File: src/rtl/input_ctrl_pkg.sv
`default_nettype none
// ============================================================================
//  Module      : stopwatch_pkg
//  Description : Shared digit-select codes, digit limits and mode encoding
//                for the stopwatch control path.
//  Revision    : 1.0 - initial release
// ============================================================================
package stopwatch_pkg;

    localparam logic [2:0] SEL_MIN_L    = 3'd3;
    localparam logic [2:0] SEL_MIN_R    = 3'd2;
    localparam logic [2:0] SEL_SEC_L    = 3'd1;
    localparam logic [2:0] SEL_SEC_R    = 3'd0;
    localparam logic [2:0] SEL_NONE     = 3'd5;

    localparam logic [3:0] DIGIT_MAX    = 4'd9;
    localparam logic [3:0] SEC_TENS_MAX = 4'd5;

    typedef enum logic [0:0] {
        RUN    = 1'b0,
        ADJUST = 1'b1
    } mode_t;

    // Select order walks from the most significant digit down, then back to none.
    function automatic logic [2:0] next_sel(input logic [2:0] sel);
        logic [2:0] nxt;
        case (sel)
            SEL_NONE:  nxt = SEL_MIN_L;
            SEL_MIN_L: nxt = SEL_MIN_R;
            SEL_MIN_R: nxt = SEL_SEC_L;
            SEL_SEC_L: nxt = SEL_SEC_R;
            default:   nxt = SEL_NONE;
        endcase
        return nxt;
    endfunction

    function automatic logic [3:0] clamp_digit(input logic [3:0] val, input logic [2:0] sel);
        logic [3:0] limit;
        limit = (sel == SEL_SEC_L) ? SEC_TENS_MAX : DIGIT_MAX;
        return (val > limit) ? limit : val;
    endfunction

endpackage
`default_nettype wire

File: src/rtl/input_ctrl_if.sv
`default_nettype none
// ============================================================================
//  Module      : input_ctrl_if
//  Description : Raw board inputs and cleaned counter controls of input_ctrl.
//  Revision    : 1.0 - initial release
// ============================================================================
interface input_ctrl_if;

    logic       btn_clr;
    logic       btn_pause;
    logic       btn_sel;
    logic       sw_adj;
    logic [3:0] sw_val;

    logic       clr;
    logic       paused;
    logic       adj;
    logic       btn_set_pause;
    logic [2:0] adj_sel;
    logic [3:0] adj_val;

    modport master (
        output btn_clr, btn_pause, btn_sel, sw_adj, sw_val,
        input  clr, paused, adj, btn_set_pause, adj_sel, adj_val
    );

    modport slave (
        input  btn_clr, btn_pause, btn_sel, sw_adj, sw_val,
        output clr, paused, adj, btn_set_pause, adj_sel, adj_val
    );

endinterface
`default_nettype wire

File: src/rtl/input_ctrl_debounce.sv
`default_nettype none
// ============================================================================
//  Module      : debounce
//  Description : Synchronizer plus hold-time debouncer with edge pulses.
//  Revision    : 1.0 - initial release
// ============================================================================
module debounce #(
    parameter int DEBOUNCE_CYCLES = 1_000_000,
    parameter int SYNC_STAGES     = 2
) (
    input  wire logic clk,
    input  wire logic rst,
    input  wire logic i_raw,
    output logic      o_stable,
    output logic      o_rise,
    output logic      o_fall
);

    localparam int CNT_W = (DEBOUNCE_CYCLES > 1) ? $clog2(DEBOUNCE_CYCLES) : 1;
    localparam logic [CNT_W-1:0] c_CNT_LAST = CNT_W'(DEBOUNCE_CYCLES - 1);

    logic [SYNC_STAGES-1:0] r_sync;
    logic [CNT_W-1:0]       r_cnt;
    logic                   r_stable;
    logic                   r_stable_d;
    logic                   w_sync;

    assign w_sync = r_sync[SYNC_STAGES-1];

    always_ff @(posedge clk) begin
        if (rst) begin
            r_sync     <= '0;
            r_cnt      <= '0;
            r_stable   <= 1'b0;
            r_stable_d <= 1'b0;
        end else begin
            r_sync[0] <= i_raw;
            for (int i = 1; i < SYNC_STAGES; i++) begin
                r_sync[i] <= r_sync[i-1];
            end
            r_stable_d <= r_stable;
            // Any return to the accepted level restarts the hold window.
            if (w_sync == r_stable) begin
                r_cnt <= '0;
            end else if (r_cnt == c_CNT_LAST) begin
                r_stable <= w_sync;
                r_cnt    <= '0;
            end else begin
                r_cnt <= r_cnt + CNT_W'(1);
            end
        end
    end

    assign o_stable = r_stable;
    assign o_rise   = r_stable & ~r_stable_d;
    assign o_fall   = ~r_stable & r_stable_d;

endmodule
`default_nettype wire

File: src/rtl/input_ctrl.sv
`default_nettype none
// ============================================================================
//  Module      : input_ctrl
//  Description : Debounced button/switch front end producing stopwatch
//                clear, pause, adjust, digit-select and set controls.
//  Revision    : 1.0 - initial release
// ============================================================================
module input_ctrl
    import stopwatch_pkg::*;
#(
    parameter int DEBOUNCE_CYCLES = 1_000_000,
    parameter int SYNC_STAGES     = 2
) (
    input  wire logic   clk,
    input  wire logic   rst,
    input_ctrl_if.slave bus
);

    localparam int c_IDX_CLR   = 0;
    localparam int c_IDX_PAUSE = 1;
    localparam int c_IDX_SEL   = 2;
    localparam int c_IDX_ADJ   = 3;

    logic [3:0] w_raw;
    logic [3:0] w_stable;
    logic [3:0] w_rise;
    logic [3:0] w_fall;
    logic       w_unused;

    logic [3:0] r_val_sync [SYNC_STAGES];
    logic [3:0] w_val_sync;

    mode_t      r_state;
    logic       r_clr;
    logic       r_paused;
    logic       r_set;
    logic [2:0] r_adj_sel;
    logic [3:0] r_adj_val;

    assign w_raw = {bus.sw_adj, bus.btn_sel, bus.btn_pause, bus.btn_clr};

    for (genvar g = 0; g < 4; g++) begin : g_debounce
        debounce #(
            .DEBOUNCE_CYCLES (DEBOUNCE_CYCLES),
            .SYNC_STAGES     (SYNC_STAGES)
        ) u_deb (
            .clk      (clk),
            .rst      (rst),
            .i_raw    (w_raw[g]),
            .o_stable (w_stable[g]),
            .o_rise   (w_rise[g]),
            .o_fall   (w_fall[g])
        );
    end

    assign w_unused = &{1'b0, w_fall[2:0], w_stable};

    // Digit value switches are only synchronized; the clamp absorbs transients.
    always_ff @(posedge clk) begin
        if (rst) begin
            for (int i = 0; i < SYNC_STAGES; i++) begin
                r_val_sync[i] <= '0;
            end
        end else begin
            r_val_sync[0] <= bus.sw_val;
            for (int i = 1; i < SYNC_STAGES; i++) begin
                r_val_sync[i] <= r_val_sync[i-1];
            end
        end
    end

    assign w_val_sync = r_val_sync[SYNC_STAGES-1];

    always_ff @(posedge clk) begin
        if (rst) begin
            r_state   <= RUN;
            r_clr     <= 1'b0;
            r_paused  <= 1'b0;
            r_set     <= 1'b0;
            r_adj_sel <= SEL_NONE;
            r_adj_val <= '0;
        end else begin
            r_clr     <= w_rise[c_IDX_CLR];
            r_set     <= 1'b0;
            r_adj_val <= clamp_digit(w_val_sync, r_adj_sel);
            // Mode changes take priority; pause/select presses in that cycle are dropped.
            case (r_state)
                RUN: begin
                    if (w_rise[c_IDX_ADJ]) begin
                        r_state   <= ADJUST;
                        r_paused  <= 1'b1;
                        r_adj_sel <= SEL_NONE;
                    end else if (w_rise[c_IDX_PAUSE]) begin
                        r_paused <= ~r_paused;
                    end
                end
                ADJUST: begin
                    if (w_fall[c_IDX_ADJ]) begin
                        r_state   <= RUN;
                        r_adj_sel <= SEL_NONE;
                    end else begin
                        if (w_rise[c_IDX_PAUSE] && (r_adj_sel != SEL_NONE)) begin
                            r_set <= 1'b1;
                        end
                        if (w_rise[c_IDX_SEL]) begin
                            r_adj_sel <= next_sel(r_adj_sel);
                        end
                    end
                end
                default: r_state <= RUN;
            endcase
        end
    end

    assign bus.clr           = r_clr;
    assign bus.paused        = r_paused;
    assign bus.adj           = (r_state == ADJUST);
    assign bus.btn_set_pause = r_set;
    assign bus.adj_sel       = r_adj_sel;
    assign bus.adj_val       = r_adj_val;

endmodule
`default_nettype wire

File: src/flat_wrapper.sv
// flat-port wrapper written by rule: the top's interface ports become plain ports
module input_ctrl_flat import stopwatch_pkg::*;
#(
    parameter int DEBOUNCE_CYCLES = 1_000_000,
    parameter int SYNC_STAGES     = 2
)
  (clk, rst, bus_btn_clr, bus_btn_pause, bus_btn_sel, bus_sw_adj, bus_sw_val, bus_clr, bus_paused, bus_adj, bus_btn_set_pause, bus_adj_sel, bus_adj_val);
  input_ctrl_if bus_i ();
  input  wire logic clk;
  input  wire logic rst;
  input wire logic [$bits(bus_i.btn_clr)-1:0] bus_btn_clr;
  input wire logic [$bits(bus_i.btn_pause)-1:0] bus_btn_pause;
  input wire logic [$bits(bus_i.btn_sel)-1:0] bus_btn_sel;
  input wire logic [$bits(bus_i.sw_adj)-1:0] bus_sw_adj;
  input wire logic [$bits(bus_i.sw_val)-1:0] bus_sw_val;
  output wire logic [$bits(bus_i.clr)-1:0] bus_clr;
  output wire logic [$bits(bus_i.paused)-1:0] bus_paused;
  output wire logic [$bits(bus_i.adj)-1:0] bus_adj;
  output wire logic [$bits(bus_i.btn_set_pause)-1:0] bus_btn_set_pause;
  output wire logic [$bits(bus_i.adj_sel)-1:0] bus_adj_sel;
  output wire logic [$bits(bus_i.adj_val)-1:0] bus_adj_val;
  assign bus_i.btn_clr = bus_btn_clr;
  assign bus_i.btn_pause = bus_btn_pause;
  assign bus_i.btn_sel = bus_btn_sel;
  assign bus_i.sw_adj = bus_sw_adj;
  assign bus_i.sw_val = bus_sw_val;
  assign bus_clr = bus_i.clr;
  assign bus_paused = bus_i.paused;
  assign bus_adj = bus_i.adj;
  assign bus_btn_set_pause = bus_i.btn_set_pause;
  assign bus_adj_sel = bus_i.adj_sel;
  assign bus_adj_val = bus_i.adj_val;
  input_ctrl #(.DEBOUNCE_CYCLES(DEBOUNCE_CYCLES), .SYNC_STAGES(SYNC_STAGES)) u_core (.clk(clk), .rst(rst), .bus(bus_i));
endmodule
File: config.mk
export PLATFORM = sky130hd
export DESIGN_NAME = input_ctrl_flat
export DESIGN_NICKNAME = d
export VERILOG_FILES = /design/src/rtl/input_ctrl_pkg.sv /design/src/rtl/input_ctrl_if.sv /design/src/rtl/input_ctrl_debounce.sv /design/src/rtl/input_ctrl.sv /design/src/flat_wrapper.sv
export SDC_FILE = /design/constraint.sdc
export NUM_CORES = 1
export LEC_CHECK = 0
export ABC_AREA = 1
export CORE_UTILIZATION = 40
export DETAILED_ROUTE_END_ITERATION = 10
export PLACE_DENSITY_LB_ADDON = 0.08
export SLEW_MARGIN = 20
export SYNTH_ARGS = -nofsm -noshare
export SYNTH_HDL_FRONTEND = slang
export SYNTH_HIERARCHICAL = 1
export SYNTH_SLANG_ARGS = --single-unit
File: constraint.sdc
create_clock -name clk -period 1.78 [get_ports clk]
set_input_delay 0.534 -clock clk [delete_from_list [all_inputs] [get_ports clk]]
set_output_delay 0.534 -clock clk [all_outputs]
set_load 0.03 [all_outputs]
Yosys cells after proc, flatten, opt, wreduce, memory -nomap -nowiden
Memory sizes are Yosys's and may differ from the RTL's.
Index checks and enable logic that the tools add are counted.
{"block": "op_classes", "n_addsub": 4, "n_lt_le_gt_ge": 1, "n_mux": 18, "n_bitwise": 18, "n_reduce_logical": 13, "eq_ne": 15}
{"operator": "20-bit by 1-bit adder with 20-bit output (second input constant)", "count": 4}
{"operator": "20-bit == test (second input constant)", "count": 4}
{"operator": "4-bit 2-to-1 mux", "count": 4}
{"operator": "3-bit OR reduction", "count": 5}
{"operator": "3-bit case mux with 4 select lines", "count": 1}
{"operator": "2-bit AND reduction", "count": 6}
{"operator": "1-bit NOT", "count": 11}
{"operator": "3-bit 2-to-1 mux", "count": 3}
{"operator": "1-bit 2-to-1 mux", "count": 8}
{"operator": "3-bit by 2-bit == test with 1-bit output (second input constant)", "count": 2}
{"operator": "3-bit inequality test (second input constant)", "count": 2}
{"operator": "3-bit case mux with 2 select lines", "count": 1}
{"operator": "1-bit AND", "count": 5}
{"operator": "1-bit == test", "count": 4}
{"operator": "4-bit greater-than comparator", "count": 1}
{"operator": "3-bit by 1-bit == test with 1-bit output (second input constant)", "count": 1}
{"operator": "3-bit == test (second input constant)", "count": 1}
{"operator": "2-bit inequality test (second input constant)", "count": 1}
{"operator": "1-bit OR", "count": 2}
{"operator": "1-bit case mux with 2 select lines", "count": 1}
{"operator": "2-bit nonzero test", "count": 1}
{"operator": "1-bit logical AND", "count": 1}
{"block": "totals", "input_bits": 10, "ff_bits": 107, "wordCells": 92, "ram_bits": 8, "n_memories": 1, "out_inout_bits": 11}
{"name": "u_core.r_val_sync", "words": 2, "width": 4, "read_ports": 2, "rd_clocked_by_memory_dff": 0, "wr": 2, "line_no": "input_ctrl.sv:30", "source": "logic [3:0] r_val_sync [SYNC_STAGES];"}

Logic depth before layout (Yosys ltp)
{"block": "depth", "word_depth": 5, "mapped_depth": 11, "ltp_nobuf": 11}

Hierarchy
The synthesis kept the hierarchy.
{"mod": "debounce", "cells_each": 168, "area_each_um2": 1209.9, "seq_area_each_um2": 480.5, "n_inst": 4}
{"mod": "input_ctrl", "cells_each": 88, "area_each_um2": 735.7, "seq_area_each_um2": 380.4, "n_inst": 1}

Worst setup path before layout
Ideal clock, no wire load.
{"block": "synth_path", "path_kind": "register -> register", "start": "register u_core.r_adj_sel[2] (netlist: u_core/bus.adj_sel[2])", "end": "register u_core.r_adj_val[2] (netlist: u_core/bus.adj_val[2])", "path_stages_with_launch": 12, "period_less_slack_ns": 1.636, "path_slack_ns": 0.144, "required_ns": 1.666, "path_buffers": 0, "t_arrival_ns": 1.522, "cell_sequence": "dfxtp_1 -> inv_2 -> nand3_2 -> inv_1 -> ha_1 -> inv_1 -> nor2_2 -> nand2_2 -> nand2_4 -> nand2_2 -> nand2_1 -> nor2_2"}
{"block": "synth_between", "elab_chain_len": 4}
{"item": "start: declaration", "line_no": "input_ctrl.sv:37", "source": "logic [2:0] r_adj_sel;"}
{"item": "start signal: assignment", "line_no": "input_ctrl.sv:106", "source": "r_adj_sel <= next_sel(r_adj_sel);"}
{"item": "3-bit by 1-bit == test with 1-bit output (*)", "line_no": "input_ctrl_pkg.sv:39", "source": "limit = (sel == SEL_SEC_L) ? SEC_TENS_MAX : DIGIT_MAX;"}
{"item": "4-bit 2-to-1 mux (*)", "line_no": "input_ctrl_pkg.sv:39"}
{"item": "4-bit greater-than comparator", "line_no": "input_ctrl_pkg.sv:40", "source": "return (val > limit) ? limit : val;"}
{"item": "4-bit 2-to-1 mux (*)", "line_no": "input_ctrl_pkg.sv:40"}
{"item": "end signal: assignment", "line_no": "input_ctrl.sv:85", "source": "r_adj_val <= clamp_digit(w_val_sync, r_adj_sel);"}
{"item": "end: declaration", "line_no": "input_ctrl.sv:38", "source": "logic [3:0] r_adj_val;"}
Every way passes the cells marked *; elsewhere a longest branch is shown, timed or not.
A chain may end at the register's enable or synchronous reset.

Worst setup path in the final report
{"block": "layout_path", "start": "register u_core.r_state (netlist: u_core/bus.adj)", "end": "output bus_adj"}
{"item": "start: declaration", "line_no": "input_ctrl.sv:33", "source": "mode_t r_state;"}
{"item": "start signal: assignment", "line_no": "input_ctrl.sv:76", "source": "r_state <= RUN;"}
{"item": "start signal: assignment", "line_no": "input_ctrl.sv:90", "source": "r_state <= ADJUST;"}
{"item": "start signal: assignment", "line_no": "input_ctrl.sv:99", "source": "r_state <= RUN;"}
{"item": "end: declaration", "line_no": "flat_wrapper.sv:18", "source": "output wire logic [$bits(bus_i.adj)-1:0] bus_adj;"}
No word-level cell between the ends.

==> results.cfg <==
[status]
outcome = finished clean

[finish]
flow.area_growth_from_synthesis_pct = 18.3
finalNetCount = 815
post_route_cell_area_sq_mm = 0.00657
n_fill_cell = 1364
multi_input_gate_area_sq_mm = 0.00287
final_layout_size_suffix_gt1_frac = 0.176
antennaDiodeCount = 0
final-seq-area_sq_mm = 0.00230

[floorplanning]
num_io_pins = 21
die-width_um = 120
die_h_um = 120
design.die.area_sq_mm = 0.0144
rows = 42
placeableCoreArea_sq_mm = 0.0134
floorplan.initialDensity = 0.414

[drt]
route.detailed.wl_per_inst_um = 11.0
met3WireLength_um = 325
detailroute.via_count = 4557
met2_wirelength_um = 4920
routed_wl_um = 10800
detail_route.vias_per_cell = 4.61
ant_nets = 0
routedLengthMet1_um = 5420
dr.first_iter.drc_count = 211
dr.pass1.iters = 4
route.detailed.drc = 0
highest-signal-layer = met4

[yosys]
synth_fp_nets = 769
synth_area_sq_mm = 0.00555
postSynthCellCount = 754
syn-mean-instance-area_sq_um = 7.36
synth-warning-count = 6

[pwr]
vdd.ir_drop.worst_v = 0.000688
report.power.total_mw = 5.79
p_switching_mw = 1.22
pwr_density_cell_mw_per_mm2 = 880
share_of_total_power_in_sequential_cells = 0.451
switching_share = 0.211
combPwrFrac = 0.021
p_int_mw = 4.56
p_clk_frac = 0.528
p_leak_nw = 2.18

[sta]
setup_violations = 0
worst-slew-pin-transition_ns = 0.318
timing.final.crit_period_ns = 1.73
final_max_slew_viol_count = 0
post-route-period-util = 0.971
clock_skew_ns = 0.0105
rsz0062_at_grt = no
finalHoldViolCount = 0
max_slew_margin = 0.789
max_clock_freq_ghz = 0.578

[critical_path]
path_cells = dlygate4sd2_1
worst_ep_arrival_time_ns = 1.19
worst-path-buf-inv = 1
cp_top_family = buffers and inverters
critPathCaptureType = output port
crit_cells = 1
crit_fanout = 3
cp_slowest_stage_delay_ns = 0.41
cp.required_ns = 1.25
cell_type_of_the_slowest_stage_on_the_worst_timing_path = dlygate4sd2_1
criticalPathCategory = reg -> out
timing.critical_path.from_type = flip-flop
worst-r2r-cell-count = 11

[cts]
cts_max_level = 4
clk_transition_reported_paths_ns = 0.05
worst_skew_pair.late_latency_ns = 0.41
cts.root.buffer_cell = clkbuf_16
clock_sink_count = 115
number_of_buffers_inserted_during_clock_tree_synthesis = 17
postCtsHoldBufs = 0
cts_tree = done
cts.repair_timing.setup_buffer_count = 0
cts_buffer_depth = 2

[run]
max-cap-violations = 0

[grt]
grt_pass1_wl_um = 19300
antenna_found_initial = 0
pin_count_of_the_biggest_net_entering_global_routing = 19
first_global_vias = 4448
grt_use_total = 0.168
grt_overflow = 0

[placement]
port_buffers = 20
gp_routability_congestion = 0.847
area_of_placed_instances_sq_mm = 0.00604
hpwlAfterDp_um = 8060

[hold_path]
min_delay_worst_type = reg -> reg
hold_path_stages = 2
-- stage by stage --
step / TNS, ns / setup WS [ns] / hold slack, ns / cells / util
final: 0 / 0.0513 / 0.401 / 989 / 0.490
after global routing: 0 / 0.00299 / 0.432 / 989 / 0.490
after CTS: 0 / 0.00622 / 0.401 / 989 / 0.490
after detailed placement: -5.89 / -0.143 / 0.394 / 957 / 0.451
after global placement: -4.50 / -0.0965 / 0.390 / 957 / 0.451
after floorplan: 0 / 0.144 / 0.388 / 754 / -
-- power groups by stage --
stage,sequential (mW),clock (mW),combinational (mW)
global route,2.61,3.24,0.140
floorplan,2.67,0,0.0620
CTS,2.61,3.15,0.125
global placement,2.66,0,0.125
finish,2.61,3.06,0.122
detailed placement,2.66,0,0.127
-- worst paths after layout --
path,endpoint,slack [ns],from
worst min-delay path,u_core/r_val_sync[0][7]$_SDFF_PP0_,0.40,u_core/r_val_sync[0][3]$_SDFF_PP0_
worst max register to register,u_core/bus.adj_val[2]$_SDFF_PP0_,0.18,u_core/bus.adj_sel[2]$_SDFFE_PP1P_
worst min register to register,u_core/r_val_sync[0][7]$_SDFF_PP0_,0.40,u_core/r_val_sync[0][3]$_SDFF_PP0_
worst max-delay path,bus_adj,0.05,u_core/bus.adj$_SDFF_PP0_
-- registers in the layout (all words and copies together), names as in the netlist --
name / flops
u_core/bus.adj: 1
u_core/bus.adj_sel: 3
u_core/bus.adj_val: 4
u_core/bus.btn_set_pause: 1
u_core/bus.clr: 1
u_core/bus.paused: 1
u_core/g_debounce.u_deb/o_stable: 4
u_core/g_debounce.u_deb/r_cnt: 80
u_core/g_debounce.u_deb/r_stable_d: 4
u_core/g_debounce.u_deb/r_sync: 8
u_core/r_val_sync: 8
-- per-layer routing --
metal | track usage | up-vias
li1 | - | 2444
met1 | 0.208 | 2046
met2 | 0.273 | 56
met3 | 0.0475 | 11
met4 | 0.0641 | 0
met5 | 0 | -
-- worst register-to-register path, cell delays in order (launching register included) --
cell and delay (ns):
dfxtp_1 0.42, inv_2 0.09, nand3_2 0.12, inv_1 0.06, ha_1 0.30, inv_1 0.06, nor2_2 0.10, nand2_2 0.08
nand2_4 0.09, nand2_2 0.06, nand2_1 0.07, nor2_2 0.05
-- layout make-up --
type | instances | share of cell area
Timing Repair Buffer | 32 | 0.0463
Multi-Input combinational cell | 546 | 0.437
Inverter | 88 | 0.0503
Clock buffer | 23 | 0.0743
Tap cell | 176 | 0.0335
Sequential cell | 115 | 0.350
Clock inverter | 9 | 0.00838
-- repair_timing --
item,in CTS,in global routing
gates resized for setup,12,1
cloned,0,0
endpoints found under the setup margin,10,1
-- cells in the final DEF (no fill, tap or decap), types with 5 or more instances in the layout --
| cell | count |
|---|---|
| nand3_2 | 6 |
| nand4_1 | 13 |
| nor2_2 | 21 |
| clkinv_1 | 8 |
| dlygate4sd2_1 | 8 |
| inv_1 | 56 |
| a21oi_1 | 27 |
| clkdlybuf4s50_1 | 9 |
| nand2_4 | 9 |
| nor3_1 | 13 |
| dfxtp_1 | 115 |
| and2_1 | 8 |
| xor2_1 | 13 |
| nand2_1 | 141 |
| clkinv_2 | 5 |
| nor2_1 | 171 |
| o21ai_0 | 6 |
| nand2_2 | 12 |
| xnor2_1 | 24 |
| nand3_1 | 34 |
| inv_2 | 24 |
| buf_4 | 11 |
| clkbuf_16 | 17 |
| nor2_4 | 12 |
| ha_1 | 5 |
| a21oi_2 | 6 |
(Power assumes the default switching activity.)
==> RTL edit 1: new RTL, same flow settings <==
`SYNC_STAGES` is set to 2 in 3 places; all go to 1.
--- a/src/rtl/input_ctrl_debounce.sv
+++ b/src/rtl/input_ctrl_debounce.sv
@@ -6,7 +6,7 @@
 // ============================================================================
 module debounce #(
     parameter int DEBOUNCE_CYCLES = 1_000_000,
-    parameter int SYNC_STAGES     = 2
+    parameter int SYNC_STAGES     = 1
 ) (
     input  wire logic clk,
     input  wire logic rst,
--- a/src/rtl/input_ctrl.sv
+++ b/src/rtl/input_ctrl.sv
@@ -9,7 +9,7 @@
     import stopwatch_pkg::*;
 #(
     parameter int DEBOUNCE_CYCLES = 1_000_000,
-    parameter int SYNC_STAGES     = 2
+    parameter int SYNC_STAGES     = 1
 ) (
     input  wire logic   clk,
     input  wire logic   rst,
--- a/src/flat_wrapper.sv
+++ b/src/flat_wrapper.sv
@@ -2,7 +2,7 @@
 module input_ctrl_flat import stopwatch_pkg::*;
 #(
     parameter int DEBOUNCE_CYCLES = 1_000_000,
-    parameter int SYNC_STAGES     = 2
+    parameter int SYNC_STAGES     = 1
 )
   (clk, rst, bus_btn_clr, bus_btn_pause, bus_btn_sel, bus_sw_adj, bus_sw_val, bus_clr, bus_paused, bus_adj, bus_btn_set_pause, bus_adj_sel, bus_adj_val);
   input_ctrl_if bus_i ();
Formal check against the unedited RTL: not equivalent (a bounded check fails within 4 cycles, from zero or initial values and one cycle with rst high).
==> RTL edit 1 against the original RTL <==
  * Sequential share of layout area up 0.11 points
  * Sequential cell count down 8
  * Critical path type unchanged
  * Largest cell class unchanged
  * Power shrank 18%
  * Cell count decreased by 4.7%
  * Cell area is 7.2% lower
  * Worst setup slack improved by 0.0091 ns
  * Wire length fell by 2.4%
  * Area after synthesis is 3.4% lower
==> RTL edit 1: results (changes against the original RTL) <==
The relative max-transition margin was 77.8% (-1.2 points); the filler cell count in the final layout was 1347 (-1.2%). For the total inserted antenna cells, the log shows 0 (unchanged). The most congested layer reported by global routing was met2. The logs give 4740 um (-3.7%) for the met2 wire length and 0.00591 ns (-0.00458 ns) for the maximum clock skew at final layout.

The highest signal layer in the routed design is met4. Among all stages on the critical path, the largest delay is contributed by dlygate4sd2_1. The met3 layer usage reported by global route came out at 4.94% (+0.19 points). CTS placed an instance of clkbuf_16 at the clock tree root.

The peak supply drop was 515 uV (-25%). Share of cells above drive strength 1: 18.3% (+0.70 points). The tools report the total clock buffers created by CTS as 9 (-8). The run gives 2 (unchanged) as the worst-case clock buffer depth. The cell family with the largest share of critical-path delay is buffers and inverters. The tools report the count of warnings emitted by yosys as 6 (unchanged). The number of H-tree levels was 3 (-1); the arrival time at the worst endpoint was 1.19 ns (about the same). The clock slew seen by the registers of the worst setup and hold paths works out to 0.07 ns (+0.02 ns). The tools report the clock insertion delay at the later pin of the skew report as 0.35 ns (-0.06 ns).

The total global routing track utilization was 16.4% (-0.36 points). The run gives 7940 um (-1.4%) as the HPWL after detailed placement. Classification of the worst-slack hold path: register to register. The number of antenna violations at the first check in global routing came out at 0 (unchanged). The delay contributed by the slowest stage of the critical path was 0.44 ns (+0.03 ns); the flip-flop count of the largest register, all copies and words added was 80 (unchanged).

The run gives 18700 um (-3.0%) as the global-route wire length before repair. The weighted congestion at the end of routability-driven global placement was 0.818 (-3.4%); the routed length per placed instance was 11.2 um (+2.4%). The met2 usage in global routing is 26.7% (-0.62 points). The remaining antenna violation count is 0 (unchanged), and the net count after synthesis is 745 (-3.1%).

The post-CTS setup-driven buffer insertion count was 0 (unchanged). The routed metal-1 wirelength is 5270 um (-2.8%), and the highest fanout seen on the critical path is 3 (unchanged). The wire length on met3 is 424 um (+30%). The run finished with clean final reports. More flip-flops sit in one register than any other, and that register is u_core/g_debounce.u_deb/r_cnt.

The met1 usage in global routing was 21.0% (+0.11 points); the total via count after detailed routing was 4480 (-1.7%). The leakage dissipation was 2.02 nW (-7.0%). Number of buffers inserted by port buffering: 20 (unchanged). For the number of detailed-route iterations in the first pass, the log shows 4 (unchanged). Pin count of the biggest net entering global routing: 19 (unchanged).

The starting DRC count in detailed routing was 265 (+26%). The number of global-route vias before repair is 4213 (-5.3%). The final net count was 781 (-4.2%).
## RTL edit 1: path summary, 6_finish.rpt
check,start,end,slack [ns],cells after the start
setup / recovery,u_core/bus.adj_sel[0],bus_adj_sel[0],0.06,1
hold / removal,u_core/r_val_sync[0][1],u_core/bus.adj_val[1],0.46,2
setup reg to reg,u_core/bus.adj_sel[1],u_core/bus.adj_val[2],0.21,11
hold reg to reg,u_core/r_val_sync[0][1],u_core/bus.adj_val[1],0.46,2
## RTL edit 1: area by class of cell
| cell class | count | share of cell area, % |
|---|---|---|
| Clock buffer | 12 | 4.21 |
| Clock inverter | 4 | 1.19 |
| Inverter | 89 | 5.48 |
| Multi-Input combinational cell | 529 | 46.0 |
| Sequential cell | 107 | 35.1 |
| Tap cell | 172 | 3.53 |
| Timing Repair Buffer | 30 | 4.50 |
## RTL edit 1: stage by stage
| step | utilization, % | std cells | TNS [ns] | cell area [um2] | setup WS (ns) |
|---|---|---|---|---|---|
| after floorplan | - | 730 | 0 | 5360 | 0.183 |
| after global placement | 45.1 | 927 | -7.93 | 5780 | -0.153 |
| after detailed placement | 45.1 | 927 | -10.0 | 5780 | -0.189 |
| after CTS | 47.5 | 943 | 0 | 6100 | 0.0442 |
| after global routing | 47.5 | 943 | 0 | 6100 | 0.0242 |
| final | 47.5 | 943 | 0 | 6100 | 0.0604 |
## RTL edit 1: where the power goes
group	switching (mW)	internal (mW)
logic	0.0862	0.0603
registers	0.00989	2.41
clock network	0.870	1.31
total	0.966	3.78
## RTL edit 1: repair_timing
item,4_1_cts,5_1_grt
gates resized for setup,11,0
setup endpoints to repair,11,0
endpoints found under the hold margin,0,0
==> RTL edit 2: new RTL, same flow settings <==
Without the edit above. Reset style: asynchronous (`rst`), changed in 3 clocked blocks.
--- a/src/rtl/input_ctrl_debounce.sv
+++ b/src/rtl/input_ctrl_debounce.sv
@@ -27,7 +27,7 @@
 
     assign w_sync = r_sync[SYNC_STAGES-1];
 
-    always_ff @(posedge clk) begin
+    always_ff @(posedge clk or posedge rst) begin
         if (rst) begin
             r_sync     <= '0;
             r_cnt      <= '0;
--- a/src/rtl/input_ctrl.sv
+++ b/src/rtl/input_ctrl.sv
@@ -56,7 +56,7 @@
     assign w_unused = &{1'b0, w_fall[2:0], w_stable};
 
     // Digit value switches are only synchronized; the clamp absorbs transients.
-    always_ff @(posedge clk) begin
+    always_ff @(posedge clk or posedge rst) begin
         if (rst) begin
             for (int i = 0; i < SYNC_STAGES; i++) begin
                 r_val_sync[i] <= '0;
@@ -71,7 +71,7 @@
 
     assign w_val_sync = r_val_sync[SYNC_STAGES-1];
 
-    always_ff @(posedge clk) begin
+    always_ff @(posedge clk or posedge rst) begin
         if (rst) begin
             r_state   <= RUN;
             r_clr     <= 1'b0;
Function: differs if rst is asserted again (counterexample within 4 cycles, from zero or initial values and one cycle with rst high); with rst held inactive, the same outputs for 10 cycles.
==> RTL edit 2 against the original RTL <==
  * Utilization up 0.48 points
  * Area after synthesis up 7.9%
  * Hold slack worse by 0.055 ns
  * Worst setup slack better by 0.023 ns
  * Clock power up 32%
  * Critical endpoint is now bus_adj_sel[2]
  * Wire length up 19%
  * Cell area up 9.9%
  * Count of clock-buffer cells in the layout down 4
  * Sequential cell count unchanged
  * Global-route usage up 1.9 points
  * First-iteration DRC count up 29%
  * Power up 20%
  * Cell count down 1.8%
==> RTL edit 2: results (changes against the original RTL) <==
The instance count along the most critical hold path was 0 (-2); the maximum clock skew at final layout was 0.00645 ns (-0.00404 ns). The run finished with clean final reports. The final net count came out at 789 (-3.2%). The sequential-cell power consumption is 2.69 mW (+3%), and the HPWL after detailed placement is 9560 um (+19%).

The arrival time at the worst endpoint came out at 1.17 ns (-0.02 ns). The tools report the leakage dissipation as 3.15 nW (+45%). The largest registers in the layout are u_core/g_debounce.u_deb/r_cnt (80), u_core/g_debounce.u_deb/r_sync (8). The filler cell count in the final layout was 1389 (+1.8%). In this run the worst setup path terminates at bus_adj_sel[2].

The global-route wire length before repair is 23200 um (+20%), and the worst reg-to-reg path cell count is 9 (-2). The slowest stage of the critical path is the dfstp_2 cell. The switching fraction of total power was 19.8% (-1.3 points); the net count after synthesis was 740 (-3.8%). Worst setup timing slack at the placement stage: 0.162 ns (+0.305 ns).

The instance area after placement was 6530 um2 (+8.1%); the highest fanout seen on the critical path was 5 (+2). The startpoint identified for the worst hold timing path is u_core/r_val_sync[5]. For the peak supply drop, the log shows 747 uV (+8.6%). The share of cells above drive strength 1 was 17.7% (+0.073 points).

The run gives 5.58 mW (+22%) as the design internal power. The tools report the met1 usage in global routing as 25.0% (+4.2 points). The met3 layer usage reported by global route is 4.90% (+0.14 points), and the total global routing track utilization is 18.6% (+1.9 points). The met2 usage in global routing is 29.5% (+2.2 points). For the minimum hold slack, the log shows 0.345 ns (-0.0554 ns). The endpoint identified for the worst register-to-register timing path is u_core/bus.adj_val[2]. For the post-cts gate resize count, the log shows 9 (-3).

The measured slew at the worst slew-check pin is 0.378 ns (+0.0601 ns), and the total wire length is 12900 um (+19%). The fmax is 586 MHz (+1.3%). The launching element of the worst setup path was u_core/bus.adj_sel[2].

Broken down by cell family, the worst path's largest delay share belongs to flip-flops. The total via count after detailed routing came out at 4731 (+3.8%). The weighted congestion at the end of routability-driven global placement was 0.892 (+5.3%). The run gives 25 (+6) as the pin count of the biggest net entering global routing. The run gives 4850 (+9.0%) as the number of global-route vias before repair.
==> RTL edit 2: cell count changes in the layout (fill, tap and decap cells not counted), sizes merged, moves of 14 or more <==
cell / unedited run / this run
a21oi: 33 / 13
dfrtp: 0 / 113
dfxtp: 115 / 0
nand2: 162 / 136
nand3: 44 / 58
xnor2: 24 / 8
xor2: 13 / 33
==> RTL edit 2: routing by layer <==
layer  share of wire, %  up-vias
met4                1.3        0
met3                3.2       20
met1                 49     2262
met5                  0        -
li1                   -     2390
met2                 46       59
==> RTL edit 2: layout make-up <==
cell class              count  share of cell area, %
inverters                  80                   4.16
repair buffers             30                   4.12
multi-input cells         530                   38.9
clock buffers              19                   6.27
clock inverters            13                   3.50
well taps                 184                   3.19
flip-flops and latches    115                   39.9
==> RTL edit 2: stage by stage <==
step,std cells,util (%)
6_report,971,49.5
5_1_grt,971,49.5
4_1_cts,971,49.5
3_5_place_dp,939,44.8
3_3_place_gp,939,44.8
2_1_floorplan,725,-
